[config.mk]
export PLATFORM = sky130hd
export DESIGN_NAME = vector_stream_bridge
export DESIGN_NICKNAME = d
export VERILOG_FILES = /design/src/rtl/nn_pkg.sv /design/src/rtl/nn_activation.sv /design/src/rtl/vector_stream_bridge.sv
export SDC_FILE = /design/constraint.sdc
export NUM_CORES = 1
export LEC_CHECK = 0
export ABC_AREA = 1
export BUFFER_PORTS_ARGS = -buffer_cell sky130_fd_sc_hd__buf_2
export CAP_MARGIN = 25
export CELL_PAD_IN_SITES_DETAIL_PLACEMENT = 1
export CELL_PAD_IN_SITES_GLOBAL_PLACEMENT = 2
export CORE_ASPECT_RATIO = 1.2
export CORE_MARGIN = 5
export CORE_UTILIZATION = 36
export DETAILED_ROUTE_END_ITERATION = 6
export PLACE_DENSITY = 0.84
export SYNTH_ARGS = -nofsm -noshare
export SYNTH_HDL_FRONTEND = slang
export SYNTH_SLANG_ARGS = --single-unit
[constraint.sdc]
create_clock -name clk -period 2.32 [get_ports clk]
set_input_delay 0.232 -clock clk [delete_from_list [all_inputs] [get_ports clk]]
set_output_delay 0.232 -clock clk [all_outputs]
set_load 0.005 [all_outputs]
[src/rtl/nn_pkg.sv]
// Shared definitions for the dense-layer datapath: Q8.8 word format,
// activation encodings and the stream bridge state encoding.
package nn_pkg;

    localparam int unsigned DATA_WIDTH = 16;
    localparam int unsigned DATA_FRAC  = 8;

    localparam int unsigned ACT_NONE  = 0;
    localparam int unsigned ACT_RELU  = 1;
    localparam int unsigned ACT_LEAKY = 2;

    localparam int unsigned STATE_W = 3;

    typedef enum logic [STATE_W-1:0] {
        S_COLLECT  = 3'd0,
        S_WAIT_DST = 3'd1,
        S_START    = 3'd2,
        S_STREAM   = 3'd3,
        S_DONE     = 3'd4
    } bridge_state_t;

endpackage

[src/rtl/nn_activation.sv]
// Combinational activation on a signed fixed-point word (identity, ReLU or
// LeakyReLU with a power-of-two negative slope).
module nn_activation
    import nn_pkg::*;
#(
    parameter int unsigned DATA_WIDTH  = nn_pkg::DATA_WIDTH,
    parameter int unsigned ACT_MODE    = ACT_NONE,
    parameter int unsigned LEAKY_SHIFT = 3
) (
    input  logic signed [DATA_WIDTH-1:0] i_x,
    output logic signed [DATA_WIDTH-1:0] o_y_c
);

    logic w_neg;

    // Arithmetic shift floors toward negative infinity for negative inputs.
    always_comb begin
        w_neg = i_x[DATA_WIDTH-1];
        o_y_c = i_x;
        if (ACT_MODE == ACT_RELU) begin
            if (w_neg) o_y_c = '0;
        end else if (ACT_MODE == ACT_LEAKY) begin
            if (w_neg) o_y_c = i_x >>> LEAKY_SHIFT;
        end
    end

endmodule

[src/rtl/vector_stream_bridge.sv]
// Collects an indexed upstream result stream into a vector buffer, then hands
// it to the downstream layer as a start pulse followed by an in-order stream.
module vector_stream_bridge
    import nn_pkg::*;
#(
    parameter int unsigned VEC_SIZE    = 3,
    parameter int unsigned DATA_WIDTH  = nn_pkg::DATA_WIDTH,
    parameter int unsigned ACT_MODE    = ACT_RELU,
    parameter int unsigned LEAKY_SHIFT = 3
) (
    input  logic                          clk,
    input  logic                          rst,
    input  logic signed [DATA_WIDTH-1:0]  in_data,
    input  logic                          in_valid,
    input  logic [$clog2(VEC_SIZE)-1:0]   in_idx,
    input  logic                          dst_busy,
    output logic                          out_start,
    output logic signed [DATA_WIDTH-1:0]  out_data,
    output logic                          out_valid,
    output logic                          busy,
    output logic                          done,
    output logic                          err
);

    localparam int unsigned IDX_W = $clog2(VEC_SIZE);
    localparam int unsigned CNT_W = $clog2(VEC_SIZE + 1);
    localparam logic [VEC_SIZE-1:0] FILL_FULL = '1;

    bridge_state_t r_state;
    bridge_state_t w_state_n;

    logic [VEC_SIZE-1:0]   r_fill;
    logic [VEC_SIZE-1:0]   w_fill_n;
    logic [VEC_SIZE-1:0]   w_idx_1h;
    logic [CNT_W-1:0]      r_cnt;
    logic [CNT_W-1:0]      w_cnt_n;
    logic [DATA_WIDTH-1:0] r_buf [VEC_SIZE];
    logic signed [DATA_WIDTH-1:0] w_act;
    logic [DATA_WIDTH-1:0] w_data_n;

    logic w_idx_ok;
    logic w_wr;
    logic w_err_set;
    logic w_start_n;
    logic w_valid_n;
    logic w_done_n;
    logic w_busy_n;

    logic                  r_out_start;
    logic [DATA_WIDTH-1:0] r_out_data;
    logic                  r_out_valid;
    logic                  r_busy;
    logic                  r_done;
    logic                  r_err;

    nn_activation #(
        .DATA_WIDTH  (DATA_WIDTH),
        .ACT_MODE    (ACT_MODE),
        .LEAKY_SHIFT (LEAKY_SHIFT)
    ) u_act (
        .i_x   (in_data),
        .o_y_c (w_act)
    );

    // Capture qualification: only in-range indices while collecting are written.
    always_comb begin
        w_idx_ok  = 32'(in_idx) < VEC_SIZE;
        w_wr      = in_valid && w_idx_ok && (r_state == S_COLLECT);
        w_err_set = in_valid && !w_wr;
        w_idx_1h  = '0;
        if (w_idx_ok) w_idx_1h[in_idx] = 1'b1;
    end

    // Next-state and registered-output decode.
    always_comb begin
        w_state_n = r_state;
        w_fill_n  = r_fill;
        w_cnt_n   = r_cnt;
        w_data_n  = r_out_data;
        case (r_state)
            S_COLLECT: begin
                if (w_wr) begin
                    w_fill_n = r_fill | w_idx_1h;
                    if (w_fill_n == FILL_FULL) w_state_n = S_WAIT_DST;
                end
            end
            S_WAIT_DST: begin
                if (!dst_busy) begin
                    w_state_n = S_START;
                    w_cnt_n   = '0;
                end
            end
            S_START: begin
                w_state_n = S_STREAM;
                w_data_n  = r_buf[IDX_W'(r_cnt)];
                w_cnt_n   = r_cnt + CNT_W'(1);
            end
            S_STREAM: begin
                if (r_cnt == CNT_W'(VEC_SIZE)) begin
                    w_state_n = S_DONE;
                end else begin
                    w_data_n = r_buf[IDX_W'(r_cnt)];
                    w_cnt_n  = r_cnt + CNT_W'(1);
                end
            end
            S_DONE: begin
                w_state_n = S_COLLECT;
                w_fill_n  = '0;
            end
            default: begin
                w_state_n = S_COLLECT;
                w_fill_n  = '0;
            end
        endcase

        w_start_n = (w_state_n == S_START);
        w_valid_n = (w_state_n == S_STREAM);
        w_done_n  = (w_state_n == S_DONE);
        w_busy_n  = (w_state_n == S_WAIT_DST) || (w_state_n == S_START) ||
                    (w_state_n == S_STREAM);
    end

    always_ff @(posedge clk) begin
        if (rst) begin
            r_state     <= S_COLLECT;
            r_fill      <= '0;
            r_cnt       <= '0;
            r_out_start <= 1'b0;
            r_out_data  <= '0;
            r_out_valid <= 1'b0;
            r_busy      <= 1'b0;
            r_done      <= 1'b0;
            r_err       <= 1'b0;
        end else begin
            r_state     <= w_state_n;
            r_fill      <= w_fill_n;
            r_cnt       <= w_cnt_n;
            r_out_start <= w_start_n;
            r_out_data  <= w_data_n;
            r_out_valid <= w_valid_n;
            r_busy      <= w_busy_n;
            r_done      <= w_done_n;
            r_err       <= r_err | w_err_set;
        end
    end

    // Vector storage needs no reset; the fill mask gates its use.
    always_ff @(posedge clk) begin
        if (w_wr) r_buf[in_idx] <= w_act;
    end

    assign out_start = r_out_start;
    assign out_data  = r_out_data;
    assign out_valid = r_out_valid;
    assign busy      = r_busy;
    assign done      = r_done;
    assign err       = r_err;

endmodule

==> metrics.txt <==
status finished clean; Worst Hold Class in -> reg; syn nets 296; R2R depth 3; Detailed Place HPWL 4.37 mm; Final Hold Fails 0; largest net degree at the start of global routing 31; Netlist cell types 28; worst setup path endpoint out_data[10]$_SDFFE_PP0P_; power consumption about 2.7 mW; clock skew between 0.007 and 0.008 ns; crit-path max FO 16; FF+latch area ~2000 um^2; DR vias 2047; post-synthesis register bit count 75; final worst slack 0.685 ns; CTS tree done; RSZ-0062 raised after global routing false; # rows 36; share of layout cells above drive strength 1 28.3%; Layout Nets 340; Layout fillers 920; R2R setup slack slightly below 0.7 ns; Num CTS Buffers 9; register area share after synthesis 65.2%; Antenna Cells 0; clk_lat worst skew roughly 0.34 ns; Slew @ Worst Pin around 0.70 ns; startpoint types flop; multi-input logic area around 800 um^2; synth-to-layout area growth 16.7%; CTS max path bufs 2; Chip Height roughly 110 um; DRT iter0 DRCs 44; max-slew violations 0; Worst Setup End Kind flop; setup_tns 0 ns; Ports 43; P per Cell Area around 770 nW/um^2; path type of the worst setup path reg -> reg; DRT Pass-1 Iters 4; DRC 0; Required @ worst endpoint 2.54 ns; DR WL/cell between 15 and 20 um; final wirelength about 6.4 mm; CTS Sinks 75; fraction of registers with async set/reset 0%; Syn Inst Count approximately 270; Resize count post-CTS 0; Slew headroom a little over half; CP arrival roughly 1.9 ns; placer's final routability congestion estimate about 0.70; Die Width a little over 90 um; first-pass GRT wire length between 10 and 15 mm; IO Port Bufs ~40; Clock transition at path regs around 0.07 ns; prevailing post-synth register cell edfxtp_1; Max-Cap Viols 0; ANT nets after route 0; Initial Util between 30% and 40%; core box area 8110 um^2; reg-to-reg endpoint out_data[10]$_SDFFE_PP0P_; Clock Tree Root clkbuf_8; YS warnings 0; Tot GR Track Use 13.7%; Post-synth EDFFs 45; f_max slightly above 600 MHz; Overflow after GRT 0; initial antenna violation count 0; final period utilization slightly above 70%; fin crit period between 1.5 and 2 ns; Setup Viol. Count Final 0; H-tree levels 3; Via-to-Cell Ratio roughly 5; vias in the first global route around 2200; Max VDD drop roughly 0.34 mV; static leakage 1.47 nW; pre-CTS setup slack ~0.71 ns; Hold-fix buffers, CTS 0; Die Area around 10000 um^2; post-CTS setup repair buffer count 0; mapped cell area 3000 um^2; Avg Inst Size Synth around 11 um^2
cells in the final DEF (no fill, tap or decap), types with 3 or more instances in the layout:
cell      instances
dfxtp_1          30
nor2_1           28
nand2_1          26
a21oi_1          29
clkbuf_8         10
o21ai_0           9
o21ai_2           9
buf_2            41
inv_2             3
o211ai_1         15
inv_1            40
nand2_4           3
a21oi_2          10
edfxtp_1         45
buf_4             4
Yosys cell counts (3+ instances only):
cell      number  area (um^2)
a21oi_1       29          145
a21oi_2       10         87.6
clkbuf_1       5         18.8
dfxtp_1       30          601
edfxtp_1      45         1350
inv_1         40          150
inv_2          3         11.3
nand2_1       26         97.6
nand2_4        3         33.8
nor2_1        28          105
o211ai_1      15          113
o21ai_0        9         45.0
o21ai_2        9         78.8
worst max-delay path: stages, from the launching register on:
cell	delay (ns)
dfxtp_1	0.71
inv_1	0.46
o211ai_1	0.26
a21oi_2	0.09
stage by stage:
step	instance area (um^2)	util, %	instances	hold WS, ns
global route	3490	43.1	417	0.168
floorplan	3000	-	273	0.376
finish	3490	43.1	417	0.149
CTS	3490	43.1	417	0.134
global placement	3280	40.4	401	0.445
detailed placement	3280	40.4	401	0.464
layout make-up:
type | count | share of cell area, %
Clock buffer | 11 | 4.05
Clock inverter | 5 | 2.22
Inverter | 44 | 4.87
Multi-Input combinational cell | 142 | 22.9
Sequential cell | 75 | 55.9
Tap cell | 95 | 3.40
Timing Repair Buffer | 45 | 6.73
routing by layer:
| metal | track usage [%] | wire length [um] | vias to the layer above | part of all wire [%] |
|---|---|---|---|---|
| met5 | 0 | 0 | - | 0 |
| met2 | 25.8 | 3530 | 39 | 55 |
| li1 | - | - | 1003 | - |
| met3 | 2.19 | 193 | 8 | 3.0 |
| met1 | 15.0 | 2590 | 997 | 40 |
| met4 | 6.28 | 125 | 0 | 1.9 |
where the power goes:
part / switching, mW / total [mW] / internal (mW)
Sequential: 0.0124 / 1.46 / 1.45
Combinational: 0.0906 / 0.139 / 0.0486
Clock: 0.466 / 1.10 / 0.632
worst min path at each step:
stage	cells past startpoint	startpoint	endpoint
floorplan	2	in_valid	err$_SDFF_PP0_
global placement	2	err$_SDFF_PP0_	err$_SDFF_PP0_
detailed placement	2	err$_SDFF_PP0_	err$_SDFF_PP0_
CTS	3	in_valid	err$_SDFF_PP0_
global route	3	in_valid	err$_SDFF_PP0_
finish	3	in_valid	err$_SDFF_PP0_
logic make-up (layout without fill, tap and decap cells):
| group | count (synthesis) | count (layout) | synth area share, % |
|---|---|---|---|
| simple gates | 67 | 67 | 9.98 |
| compound gates | 73 | 73 | 15.8 |
| buf+inv | 56 | 105 | 8.48 |
| other cells | 1 | 1 | 0.125 |
| flops | 75 | 75 | 65.2 |
| fa+ha+maj | 1 | 1 | 0.418 |
registers in the layout, indices dropped and copies added (netlist names), 2 cells and up, named ones only:
signal / flops
r_buf: 45
r_state: 3
out_data: 15
r_fill: 3
r_cnt: 2
(Power assumes the default switching activity.)
